==> src/rtl/alu_operand_stage_if.sv <==
// Bundle of decode-side, forwarding and ALU-side signals for the ALU operand stage.
// Ports (all logic):
//   in_valid, instruction, sel_a, sel_b, rd1, rd2, pc  : decode -> stage
//   in_ready                                           : stage -> decode
//   fw_valid, fw_rd, fw_data                           : forwarding sources -> stage
//   flush                                              : pipeline control -> stage
//   out_valid, alu_in_1, alu_in_2, fw_hit, sel_err     : stage -> ALU
//   out_ready                                          : ALU -> stage
// master is the environment side (decode + ALU), slave is the operand stage.
interface alu_operand_stage_if #(
  parameter int XLEN   = 32,
  parameter int NUM_FW = 2,
  parameter int SEL_W  = 3
);
  logic                   in_valid;
  logic                   in_ready;
  logic [31:0]            instruction;
  logic [SEL_W-1:0]       sel_a;
  logic [SEL_W-1:0]       sel_b;
  logic [XLEN-1:0]        rd1;
  logic [XLEN-1:0]        rd2;
  logic [XLEN-1:0]        pc;
  logic [NUM_FW-1:0]      fw_valid;
  logic [NUM_FW*5-1:0]    fw_rd;
  logic [NUM_FW*XLEN-1:0] fw_data;
  logic                   flush;
  logic                   out_valid;
  logic                   out_ready;
  logic [XLEN-1:0]        alu_in_1;
  logic [XLEN-1:0]        alu_in_2;
  logic [1:0]             fw_hit;
  logic                   sel_err;

  modport master (
    output in_valid, instruction, sel_a, sel_b, rd1, rd2, pc,
           fw_valid, fw_rd, fw_data, flush, out_ready,
    input  in_ready, out_valid, alu_in_1, alu_in_2, fw_hit, sel_err
  );

  modport slave (
    input  in_valid, instruction, sel_a, sel_b, rd1, rd2, pc,
           fw_valid, fw_rd, fw_data, flush, out_ready,
    output in_ready, out_valid, alu_in_1, alu_in_2, fw_hit, sel_err
  );
endinterface

==> src/rtl/alu_operand_stage.sv <==
// Registered operand-select stage between decode and the ALU.
// Selects operand A (RF / PC / zero) and operand B (RF / I,S,B,U,UJ immediates / zero),
// resolves RAW hazards against NUM_FW forwarding entries (index 0 youngest, highest
// priority) and registers the pair behind a valid/ready handshake with stall hold,
// flush and a sticky illegal-select flag.
// Ports:
//   clk   : clock, rising edge
//   rst_n : asynchronous active-low reset
//   bus   : alu_operand_stage_if.slave (handshake, operands, forwarding, status)
// Parameters must match those of the connected interface instance.
module alu_operand_stage #(
  parameter int XLEN   = 32,
  parameter int NUM_FW = 2,
  parameter int SEL_W  = 3
) (
  input logic                clk,
  input logic                rst_n,
  alu_operand_stage_if.slave bus
);

  function automatic logic [XLEN-1:0] imm_i(input logic [31:0] inst);
    logic signed [11:0] v;
    v = inst[31:20];
    return XLEN'(v);
  endfunction

  function automatic logic [XLEN-1:0] imm_s(input logic [31:0] inst);
    logic signed [11:0] v;
    v = {inst[31:25], inst[11:7]};
    return XLEN'(v);
  endfunction

  function automatic logic [XLEN-1:0] imm_b(input logic [31:0] inst);
    logic signed [12:0] v;
    v = {inst[31], inst[7], inst[30:25], inst[11:8], 1'b0};
    return XLEN'(v);
  endfunction

  function automatic logic [XLEN-1:0] imm_u(input logic [31:0] inst);
    logic signed [31:0] v;
    v = {inst[31:12], 12'b0};
    return XLEN'(v);
  endfunction

  function automatic logic [XLEN-1:0] imm_uj(input logic [31:0] inst);
    logic signed [20:0] v;
    v = {inst[31], inst[19:12], inst[20], inst[30:21], 1'b0};
    return XLEN'(v);
  endfunction

  // Returns {hit, data}. Walking from the oldest entry to the youngest lets the
  // lowest matching index overwrite any older match.
  function automatic logic [XLEN:0] resolve_fw(
    input logic [4:0]             rs,
    input logic [XLEN-1:0]        rf,
    input logic [NUM_FW-1:0]      v,
    input logic [NUM_FW*5-1:0]    rd,
    input logic [NUM_FW*XLEN-1:0] d
  );
    logic [XLEN:0] r;
    r = {1'b0, rf};
    for (int i = NUM_FW - 1; i >= 0; i--) begin
      if (v[i] && (rd[5*i +: 5] == rs) && (rs != 5'd0)) begin
        r = {1'b1, d[XLEN*i +: XLEN]};
      end
    end
    return r;
  endfunction

  logic [4:0]      rs1, rs2;
  logic [XLEN:0]   fw_a, fw_b;
  logic [XLEN-1:0] op_a, op_b;
  logic            hit_a, hit_b;
  logic            err_a, err_b;
  logic            accept;

  logic            out_valid_q, out_valid_d;
  logic            sel_err_q, sel_err_d;
  logic [XLEN-1:0] alu_in_1_q, alu_in_1_d;
  logic [XLEN-1:0] alu_in_2_q, alu_in_2_d;
  logic [1:0]      fw_hit_q, fw_hit_d;

  assign rs1 = bus.instruction[19:15];
  assign rs2 = bus.instruction[24:20];

  assign fw_a = resolve_fw(rs1, bus.rd1, bus.fw_valid, bus.fw_rd, bus.fw_data);
  assign fw_b = resolve_fw(rs2, bus.rd2, bus.fw_valid, bus.fw_rd, bus.fw_data);

  // Operand select: forwarding only participates on the RF path.
  always_comb begin
    op_a  = '0;
    hit_a = 1'b0;
    err_a = 1'b0;
    case (bus.sel_a)
      SEL_W'(0): begin
        op_a  = fw_a[XLEN-1:0];
        hit_a = fw_a[XLEN];
      end
      SEL_W'(1): op_a = bus.pc;
      SEL_W'(2): op_a = '0;
      default:   err_a = 1'b1;
    endcase
  end

  always_comb begin
    op_b  = '0;
    hit_b = 1'b0;
    err_b = 1'b0;
    case (bus.sel_b)
      SEL_W'(0): begin
        op_b  = fw_b[XLEN-1:0];
        hit_b = fw_b[XLEN];
      end
      SEL_W'(1): op_b = imm_i(bus.instruction);
      SEL_W'(2): op_b = imm_s(bus.instruction);
      SEL_W'(3): op_b = imm_b(bus.instruction);
      SEL_W'(4): op_b = imm_u(bus.instruction);
      SEL_W'(5): op_b = imm_uj(bus.instruction);
      SEL_W'(6): op_b = '0;
      default:   err_b = 1'b1;
    endcase
  end

  assign bus.in_ready = !out_valid_q || bus.out_ready;
  assign accept       = bus.in_valid && bus.in_ready && !bus.flush;

  // Flush beats accept and consume; a stalled pair keeps its data bit-stable.
  always_comb begin
    out_valid_d = out_valid_q;
    alu_in_1_d  = alu_in_1_q;
    alu_in_2_d  = alu_in_2_q;
    fw_hit_d    = fw_hit_q;
    sel_err_d   = sel_err_q;
    if (bus.flush) begin
      out_valid_d = 1'b0;
    end else if (accept) begin
      out_valid_d = 1'b1;
      alu_in_1_d  = op_a;
      alu_in_2_d  = op_b;
      fw_hit_d    = {hit_b, hit_a};
      sel_err_d   = sel_err_q || err_a || err_b;
    end else if (bus.out_ready) begin
      out_valid_d = 1'b0;
    end
  end

  // ---- operand register stage ----
  always_ff @(posedge clk or negedge rst_n) begin
    if (!rst_n) begin
      out_valid_q <= 1'b0;
      alu_in_1_q  <= '0;
      alu_in_2_q  <= '0;
      fw_hit_q    <= 2'b00;
      sel_err_q   <= 1'b0;
    end else begin
      out_valid_q <= out_valid_d;
      alu_in_1_q  <= alu_in_1_d;
      alu_in_2_q  <= alu_in_2_d;
      fw_hit_q    <= fw_hit_d;
      sel_err_q   <= sel_err_d;
    end
  end

  assign bus.out_valid = out_valid_q;
  assign bus.alu_in_1  = alu_in_1_q;
  assign bus.alu_in_2  = alu_in_2_q;
  assign bus.fw_hit    = fw_hit_q;
  assign bus.sel_err   = sel_err_q;

endmodule
==> src/flat_wrapper.sv <==
// flat-port wrapper written by rule: the top's interface ports become plain ports
module alu_operand_stage_flat 
#(
  parameter int XLEN   = 32,
  parameter int NUM_FW = 2,
  parameter int SEL_W  = 3
)
  (clk, rst_n, bus_in_valid, bus_instruction, bus_sel_a, bus_sel_b, bus_rd1, bus_rd2, bus_pc, bus_fw_valid, bus_fw_rd, bus_fw_data, bus_flush, bus_out_ready, bus_in_ready, bus_out_valid, bus_alu_in_1, bus_alu_in_2, bus_fw_hit, bus_sel_err);
  alu_operand_stage_if #(.XLEN(XLEN), .NUM_FW(NUM_FW), .SEL_W(SEL_W)) bus_i ();
  input logic clk;
  input logic rst_n;
  input wire logic [$bits(bus_i.in_valid)-1:0] bus_in_valid;
  input wire logic [$bits(bus_i.instruction)-1:0] bus_instruction;
  input wire logic [$bits(bus_i.sel_a)-1:0] bus_sel_a;
  input wire logic [$bits(bus_i.sel_b)-1:0] bus_sel_b;
  input wire logic [$bits(bus_i.rd1)-1:0] bus_rd1;
  input wire logic [$bits(bus_i.rd2)-1:0] bus_rd2;
  input wire logic [$bits(bus_i.pc)-1:0] bus_pc;
  input wire logic [$bits(bus_i.fw_valid)-1:0] bus_fw_valid;
  input wire logic [$bits(bus_i.fw_rd)-1:0] bus_fw_rd;
  input wire logic [$bits(bus_i.fw_data)-1:0] bus_fw_data;
  input wire logic [$bits(bus_i.flush)-1:0] bus_flush;
  input wire logic [$bits(bus_i.out_ready)-1:0] bus_out_ready;
  output wire logic [$bits(bus_i.in_ready)-1:0] bus_in_ready;
  output wire logic [$bits(bus_i.out_valid)-1:0] bus_out_valid;
  output wire logic [$bits(bus_i.alu_in_1)-1:0] bus_alu_in_1;
  output wire logic [$bits(bus_i.alu_in_2)-1:0] bus_alu_in_2;
  output wire logic [$bits(bus_i.fw_hit)-1:0] bus_fw_hit;
  output wire logic [$bits(bus_i.sel_err)-1:0] bus_sel_err;
  assign bus_i.in_valid = bus_in_valid;
  assign bus_i.instruction = bus_instruction;
  assign bus_i.sel_a = bus_sel_a;
  assign bus_i.sel_b = bus_sel_b;
  assign bus_i.rd1 = bus_rd1;
  assign bus_i.rd2 = bus_rd2;
  assign bus_i.pc = bus_pc;
  assign bus_i.fw_valid = bus_fw_valid;
  assign bus_i.fw_rd = bus_fw_rd;
  assign bus_i.fw_data = bus_fw_data;
  assign bus_i.flush = bus_flush;
  assign bus_i.out_ready = bus_out_ready;
  assign bus_in_ready = bus_i.in_ready;
  assign bus_out_valid = bus_i.out_valid;
  assign bus_alu_in_1 = bus_i.alu_in_1;
  assign bus_alu_in_2 = bus_i.alu_in_2;
  assign bus_fw_hit = bus_i.fw_hit;
  assign bus_sel_err = bus_i.sel_err;
  alu_operand_stage #(.XLEN(XLEN), .NUM_FW(NUM_FW), .SEL_W(SEL_W)) u_core (.clk(clk), .rst_n(rst_n), .bus(bus_i));
endmodule
==> config.mk <==
export PLATFORM = sky130hd
export DESIGN_NAME = alu_operand_stage_flat
export DESIGN_NICKNAME = d
export VERILOG_FILES = /design/src/rtl/alu_operand_stage_if.sv /design/src/rtl/alu_operand_stage.sv /design/src/flat_wrapper.sv
export SDC_FILE = /design/constraint.sdc
export NUM_CORES = 1
export LEC_CHECK = 0
export CAP_MARGIN = 5
export CORE_ASPECT_RATIO = 2
export CORE_MARGIN = 5
export CORE_UTILIZATION = 37
export CTS_BUF_LIST = sky130_fd_sc_hd__clkbuf_2
export DETAILED_ROUTE_END_ITERATION = 8
export HOLD_SLACK_MARGIN = 0.05
export PLACE_DENSITY = 0.78
export SLEW_MARGIN = 10
export SYNTH_ARGS = -nofsm -noshare
export SYNTH_HDL_FRONTEND = slang
export SYNTH_SLANG_ARGS = --single-unit
==> constraint.sdc <==
create_clock -name clk -period 1.8 [get_ports clk]
set_input_delay 0.27 -clock clk [delete_from_list [all_inputs] [get_ports clk]]
set_output_delay 0.27 -clock clk [all_outputs]
set_load 0.01 [all_outputs]
Word level (Yosys, flattened, before mapping) --
Cells that the tools add are included. Widths: inputs -> output; s select.
Operators by class: bitwise operators 1, reduce and logical (&&, ||, !) cells 23, multiplexer cells 13, equal/unequal tests 12
Operators with widths (count):
- $pmux 32 s6 | 1
- $mux 33 | 4
- $pmux 32 s2 | 1
- $eq 5x5->1 | 4
- $logic_and 1x1->1 | 10
- $reduce_bool 5->1 | 2
- $eq 3x2->1 const B | 3
- $eq 3x3->1 const B | 3
- $mux 1 | 7
- $reduce_or 7->1 | 1
- $eq 3x1->1 const B | 2
- $logic_not 3->1 | 2
- $logic_or 1x1->1 | 3
- $reduce_bool 3->1 | 1
- $reduce_or 3->1 | 1
- $logic_not 1->1 | 2
- $reduce_and 2->1 | 1
- $not 1->1 | 1
Storage, ports and cells: output and inout bits 69, register bits after elaboration 68

Depth between registers and ports, before layout --
Gate-level depths: netlist of the first run.
depth in word-level cells 6, mapped depth 8

Least setup slack after synthesis of the first run --
No wires, ideal clock.
kind input to register, start in bus_instruction[16], end reg u_core.alu_in_1_q[0], in the netlist u_core.bus.alu_in_1[0], data required time 1.672 ns, data arrival time 1.622 ns, stages 6, slack 0.050 ns, path through or4_1 > o211ai_1 > nor2_1 > clkbuf_8 > a221oi_1 > o21ai_1
On the way: cells in the longest elaborated chain, start to end 6, elaborated cells between the ends (all ways) 10, those cells by class eq/ne: 2; mux: 3; reduce/logical: 5
Ends and longest elaborated chain:
- start: declaration | line flat_wrapper.sv:13 | input wire logic [$bits(bus_i.instruction)-1:0] bus_instruction;
- $eq 5x5->1 | line alu_operand_stage.sv:63 | if (v[i] && (rd[5*i +: 5] == rs) && (rs != 5'd0)) begin
- $logic_and 1x1->1 (2 in a row) | line alu_operand_stage.sv:63
- $mux 33 | line alu_operand_stage.sv:63
- $mux 33 (*) | line alu_operand_stage.sv:63
- $pmux 32 s2 (*) | line alu_operand_stage.sv:94 | case (bus.sel_a)
- end signal: assignment | line alu_operand_stage.sv:157 | alu_in_1_q <= alu_in_1_d;
- end: declaration | line alu_operand_stage.sv:79 | logic [XLEN-1:0] alu_in_1_q, alu_in_1_d;
Every way passes the cells marked *; elsewhere a longest branch is shown, timed or not. A chain may end at the register's enable or synchronous reset.

Worst setup path in the final report of the first run --
start reg u_core.alu_in_1_q[9], in the netlist u_core.bus.alu_in_1[9], end out bus_alu_in_1[9]
RTL lines:
- end: declaration | line flat_wrapper.sv:26 | output wire logic [$bits(bus_i.alu_in_1)-1:0] bus_alu_in_1;
No word-level cell between the ends.

==> impl_metrics.py, run 1 <==
metrics = {
    "power": {
        "p_leak_nw": 3.81,
        "vdd_ir_drop_max_uv": 392,
        "powerDensity_nw_per_um2": 543,
    },
    "sta": {
        "setup_viol": 0,
        "max_slew_margin": 0.600,
        "max_freq_mhz": 566,
        "timing.hold.ws_ps": 217,
        "final-hold-violation-count": 0,
        "slew_violations": 0,
        "min_period_ps": 1770,
        "clock_skew_ps": 25.3,
        "worst_slew_pin_slew_ps": 601,
        "period_share": 0.982,
        "fin_ws_ps": 32.0,
    },
    "synthesis": {
        "synth_nets": 770,
        "postSynth.asyncResetShare": 1.00,
        "synth_edf_count": 0,
        "ys_warn_count": 0,
        "ys_types": 41,
        "synth_area_sq_um": 4730,
        "seq_area_frac_synth": 0.360,
        "syn_avg_cell_area_sq_um": 8.53,
        "synth_ff_type": "dfrtp_1",
        "ys_seq_elements": 68,
        "netlist_instances": 555,
    },
    "detailed_routing": {
        "drc_errors": 0,
        "wl_per_cell_microns": 24.1,
        "firstDrtPassIters": 6,
        "routed_via_density": 6.19,
        "routed_wl_mm": 24.8,
        "antenna_left": 0,
        "drtIter0Drc": 477,
        "num_vias": 6364,
    },
    "global_routing": {
        "grt_overflow": 0,
        "grt_max_degree": 41,
        "grt_pass1_vias": 6608,
        "grt_usage": 0.305,
        "antenna_found_initial": 1,
        "grt_pass1_wl_mm": 36.7,
    },
    "worst_hold_path": {
        "min_path_type": "in -> async",
    },
    "clocking": {
        "clk_latency_ps": 570,
        "cts_tree": "built",
        "numCtsBuffers": 9,
        "root_buffer": "clkbuf_2",
        "htree_levels": 3,
        "cts.sinks": 68,
        "clkTransAtPathRegs_ps": 240,
        "cts_buffer_depth": 2,
    },
    "final_layout": {
        "fillers": 1021,
        "syn2layout_area_growth_pct": 79.2,
        "finalNetCount": 1087,
        "drive_gt1_frac": 0.152,
    },
    "job": {
        "maxCapViolCount": 0,
    },
    "die": {
        "ioPinCount": 284,
        "rows": 58,
        "fp.dieH_microns": 170,
        "start_util": 0.377,
        "die_x_microns": 90.0,
        "die_area_sq_um": 15300,
        "fp.coreArea_sq_um": 12600,
    },
    "worst_setup_path": {
        "cp_data_arrival_time_ps": 1500,
        "critPathTopFamily": "buffers and inverters",
        "max_stage_delay_ps": 540,
        "critPathKind": "reg -> out",
        "setup.worst_path.end_class": "output port",
        "crit_chain": "clkdlybuf4s50_1",
        "worstPathRequired_ps": 1530,
        "critPathBufInv": 1,
        "crit_slowest_cell": "clkdlybuf4s50_1",
        "start_kind": "flip-flop",
        "path_max_fanout": 2,
    },
    "place": {
        "dp_hpwl_mm": 19.5,
        "routabilityCongestion": 0.984,
        "numPortBuffers": 276,
        "dpl_worst_slack_ps": -733,
    },
    "outcome": {
        "status": "complete, no violations",
    },
}
power breakdown:
group / total [mW] / switching (mW) / internal (mW) / leakage (nW)
Combinational: 1.83 / 0.789 / 1.04 / 2.86
Sequential: 1.83 / 0.121 / 1.71 / 0.885
Clock: 0.942 / 0.616 / 0.326 / 0.0719
metrics by stage:
stage / power (mW) / cell area [sq um] / setup TNS, ps / std cells / util
6_report: 4.60 / 8480 / 0 / 1028 / 0.676
2_1_floorplan: 2.43 / 4730 / 0 / 555 / -
3_5_place_dp: 3.69 / 8140 / -38320 / 1000 / 0.648
3_3_place_gp: 3.66 / 8140 / -33950 / 1000 / 0.648
4_1_cts: 4.57 / 8320 / 0 / 1021 / 0.663
5_1_grt: 4.80 / 8480 / -3.73 / 1028 / 0.676
routing by layer:
layer,track usage,share of wire,up-vias
met5,0,0,-
met4,0.235,0.081,0
met3,0.0602,0.083,134
met2,0.541,0.52,482
met1,0.310,0.32,2967
li1,-,-,2781
path summary, 6_finish.rpt:
kind / from / end / slack, ps / cells after the start
setup / recovery: u_core.bus.alu_in_1[9] / bus_alu_in_1[9] / 30 / 1
hold / removal: rst_n / u_core.bus.alu_in_1[29] / 220 / 2
setup reg to reg: u_core.bus.out_valid / u_core.bus.alu_in_1[20] / 270 / 6
hold reg to reg: u_core.bus.sel_err / u_core.bus.sel_err / 510 / 1
max in group asynchronous: rst_n / u_core.bus.alu_in_2[30] / 1000 / 3
min in group clk: bus_in_valid / u_core.bus.out_valid / 260 / 3
cells in the mapped netlist, types with 9 or more instances:
cell / instances / area share
a21oi_1: 44 / 0.047
buf_6: 9 / 0.021
a221oi_1: 68 / 0.13
clkbuf_1: 38 / 0.030
nand2_1: 25 / 0.020
and2_1: 33 / 0.044
a21o_1: 9 / 0.014
o21ai_0: 73 / 0.077
o211ai_1: 10 / 0.016
o21ai_1: 47 / 0.050
and3_1: 33 / 0.044
dfrtp_1: 68 / 0.36
nor2_1: 10 / 0.0079
xnor2_1: 20 / 0.037
sequential cells by signal (all words and copies together), names as in the netlist:
| name | cells |
|---|---|
| u_core.bus.alu_in_2 | 32 |
| u_core.bus.sel_err | 1 |
| u_core.bus.out_valid | 1 |
| u_core.bus.alu_in_1 | 32 |
| u_core.bus.fw_hit | 2 |
timing repair:
| action | 4_1_cts | 5_1_grt |
|---|---|---|
| hold buffers | 1 | 0 |
| hold endpoints to repair | 38 | 0 |
| resized for setup | 60 | 33 |
| pin swaps | 1 | 2 |
| setup endpoints to repair | 56 | 65 |
| setup buffers | 4 | 6 |
kinds of logic after synthesis:
kind of cell           Yosys count  synth area share
AO/OA/AOI/OAI                  280             0.379
AND/OR/NAND/NOR                127             0.150
flip-flops                      68             0.360
buffers and inverters           58            0.0693
XOR/XNOR                        20            0.0370
multiplexers                     2           0.00476
cells in the final DEF, fill, tap and decap left out, drive strengths merged, types with 5 or more instances in the layout:
master / n
clkdlybuf4s50: 207
o21ai: 120
buf: 86
dfrtp: 68
a221oi: 68
dlygate4sd2: 45
a21oi: 44
and2: 34
and3: 33
nand2: 25
dlymetal6s2s: 23
xnor2: 20
o211ai: 12
clkbuf: 10
nor2: 10
a21o: 9
a2bb2oi: 8
a22oi: 7
nand3: 5
area by class of cell:
cell class | instances | area [sq um] | area share
Timing Repair Buffer | 362 | 3620 | 0.426
Multi-Input combinational cell | 429 | 2850 | 0.336
Sequential cell | 68 | 1700 | 0.201
Tap cell | 150 | 188 | 0.0221
Clock inverter | 6 | 65.1 | 0.00767
Clock buffer | 10 | 50.0 | 0.00590
Inverter | 2 | 7.51 | 0.000885
Antenna cell | 1 | 2.50 | 0.000295
(Power assumes the default switching activity.)
==> inputs of run 2 (changes only) <==
--- a/config.mk
+++ b/config.mk
@@ -13,6 +13,7 @@
 export DETAILED_ROUTE_END_ITERATION = 8
 export HOLD_SLACK_MARGIN = 0.05
 export PLACE_DENSITY = 0.78
+export SETUP_SLACK_MARGIN = 0.4
 export SLEW_MARGIN = 10
 export SYNTH_ARGS = -nofsm -noshare
 export SYNTH_HDL_FRONTEND = slang
==> run 2 against run 1 <==
Setup slack better by 100 ps. Die area unchanged. Combinational power up 22%. Worst hold slack worse by 70 ps. Critical path depth up 9. Clock skew up 3.2 ps. Routed wire length up 20%. Non-clock buffer count up 61.
==> impl_metrics.py, run 2 (synthesis gave the netlist of run 1 again) <==
metrics = {
    "power": {
        "p_seq_frac": 0.381,
        "swShare": 0.356,
        "clockPowerShare": 0.161,
        "vdd_ir_drop_max_uv": 340,
        "p_leak_nw": 4.06,
        "powerDensity_nw_per_um2": 498,
        "internal-power_mw": 3.14,
        "p_sw_mw": 1.73,
        "combPwrFrac": 0.458,
    },
    "clocking": {
        "cts.sinks": 68,
        "cts_buffer_depth": 2,
        "clkTransAtPathRegs_ps": 200,
        "htree_levels": 3,
        "numCtsBuffers": 9,
        "clk_latency_ps": 520,
        "cts_tree": "built",
        "root_buffer": "clkbuf_2",
    },
    "place": {
        "dp_hpwl_mm": 19.4,
        "routabilityCongestion": 0.950,
        "place_area_sq_um": 8320,
        "placed_cells": 999,
        "dpl_worst_slack_ps": -752,
        "numPortBuffers": 276,
    },
    "final_layout": {
        "final_area_sq_um": 9780,
        "syn2layout_area_growth_pct": 107,
        "stdcell_count": 1092,
        "drive_gt1_frac": 0.403,
        "mostFrequentLayoutCells": "clkdlybuf4s50_1, buf_4, dfrtp_1, o21ai_1, a221oi_2",
        "layout_commonest_cell": "clkdlybuf4s50_1",
        "finalNetCount": 1151,
    },
    "sta": {
        "max_freq_mhz": 601,
        "worst_slew_pin_slew_ps": 696,
        "setup_viol": 0,
        "finalSetupTns_ps": 0,
        "min_period_ps": 1660,
        "period_share": 0.924,
        "rsz0062_at_grt": "yes",
        "slew_violations": 0,
        "final-hold-violation-count": 0,
        "max_slew_margin": 0.535,
        "clock_skew_ps": 28.5,
        "fin_ws_ps": 137,
    },
    "worst_setup_path": {
        "start_kind": "primary input",
        "cp_data_arrival_time_ps": 2090,
        "worstPathRequired_ps": 2220,
        "setup.worst_path.end_class": "flip-flop",
        "path_max_fanout": 6,
        "critPathKind": "in -> reg",
        "rrSetupSlack_ps": 160,
    },
    "global_routing": {
        "grt_overflow": 0,
        "antenna_found_initial": 1,
        "grt_max_degree": 33,
        "grt_pass1_vias": 7185,
        "grt_usage": 0.348,
        "grt_pass1_wl_mm": 41.2,
    },
    "detailed_routing": {
        "routed_via_density": 6.39,
        "drc_errors": 0,
        "num_vias": 6980,
        "routed_wl_mm": 29.7,
        "drtIter0Drc": 504,
        "antenna_left": 0,
        "wl_per_cell_microns": 27.2,
        "firstDrtPassIters": 6,
    },
    "die": {
        "start_util": 0.377,
        "fp.dieH_microns": 170,
        "die_area_sq_um": 15300,
        "rows": 58,
        "die_x_microns": 90.0,
        "fp.coreArea_sq_um": 12600,
        "ioPinCount": 284,
    },
    "job": {
        "maxCapViolCount": 0,
    },
    "worst_hold_path": {
        "min_path_type": "in -> async",
    },
    "outcome": {
        "status": "complete, no violations",
    },
}
run 2: cell types whose count changed in the layout (fill, tap and decap cells not counted), sizes merged:
cell,previous run,this run
buf,86,189
bufinv,1,0
clkbuf,10,52
clkdlybuf4s15,0,1
clkdlybuf4s50,207,184
dlygate4sd2,45,6
dlymetal6s2s,23,1
nor2,10,13
run 2: worst paths after layout:
kind	start	endpoint	depth (start not counted)
worst max-delay path	bus_instruction[24]	u_core.bus.alu_in_2[12]	10
worst min-delay path	rst_n	u_core.bus.alu_in_1[15]	2
worst max register to register	u_core.bus.out_valid	u_core.bus.alu_in_1[22]	8
worst min register to register	u_core.bus.alu_in_1[19]	u_core.bus.alu_in_1[19]	2
max in group asynchronous	rst_n	u_core.bus.alu_in_2[13]	3
min in group clk	bus_instruction[15]	u_core.bus.alu_in_2[15]	4
run 2: timing repair:
item / in CTS / in global routing
cloned: 12 / 3
endpoints found under the hold margin: 68 / 0
setup endpoints to repair: 136 / 136
hold buffers: 1 / 0
gates resized for setup: 323 / 202
pin swaps: 56 / 38
setup buffers: 36 / 24
run 2: metrics by stage:
stage | power, mW | util | hold WS (ps)
2_1_floorplan | 2.48 | - | -25.6
3_3_place_gp | 3.70 | 0.663 | 169
3_5_place_dp | 3.73 | 0.663 | 171
4_1_cts | 4.60 | 0.745 | 97.7
5_1_grt | 5.05 | 0.779 | 99.8
6_report | 4.87 | 0.779 | 148
run 2: worst max-delay path, stage by stage:
cell,delay (ps)
buf_8,90
or4_4,560
buf_6,150
o211ai_4,200
buf_6,140
buf_12,100
nor2_4,60
buf_12,150
a221oi_2,210
o21bai_1,140
run 2: power groups by stage:
stage	Clock (mW)	Combinational, mW	Sequential, mW
floorplan	0	0.560	1.92
global placement	0	1.85	1.85
detailed placement	0	1.87	1.86
CTS	0.780	2.00	1.83
global route	0.855	2.33	1.87
finish	0.782	2.23	1.86
run 2: area by class of cell:
class	instances	area, sq um
Multi-Input combinational cell	432	3580
Inverter	2	7.51
Sequential cell	68	1700
Clock inverter	5	28.8
Timing Repair Buffer	423	4220
Tap cell	150	188
Clock buffer	11	55.1
Antenna cell	1	2.50
Fill cell	846	2770
run 2: per-layer routing:
layer / GRT usage / up-vias / wire, microns
met1: 0.357 / 3331 / 9340
met2: 0.616 / 557 / 15400
met3: 0.0712 / 178 / 2380
met4: 0.261 / 0 / 2590
li1: - / 2914 / -
met5: 0 / - / 0
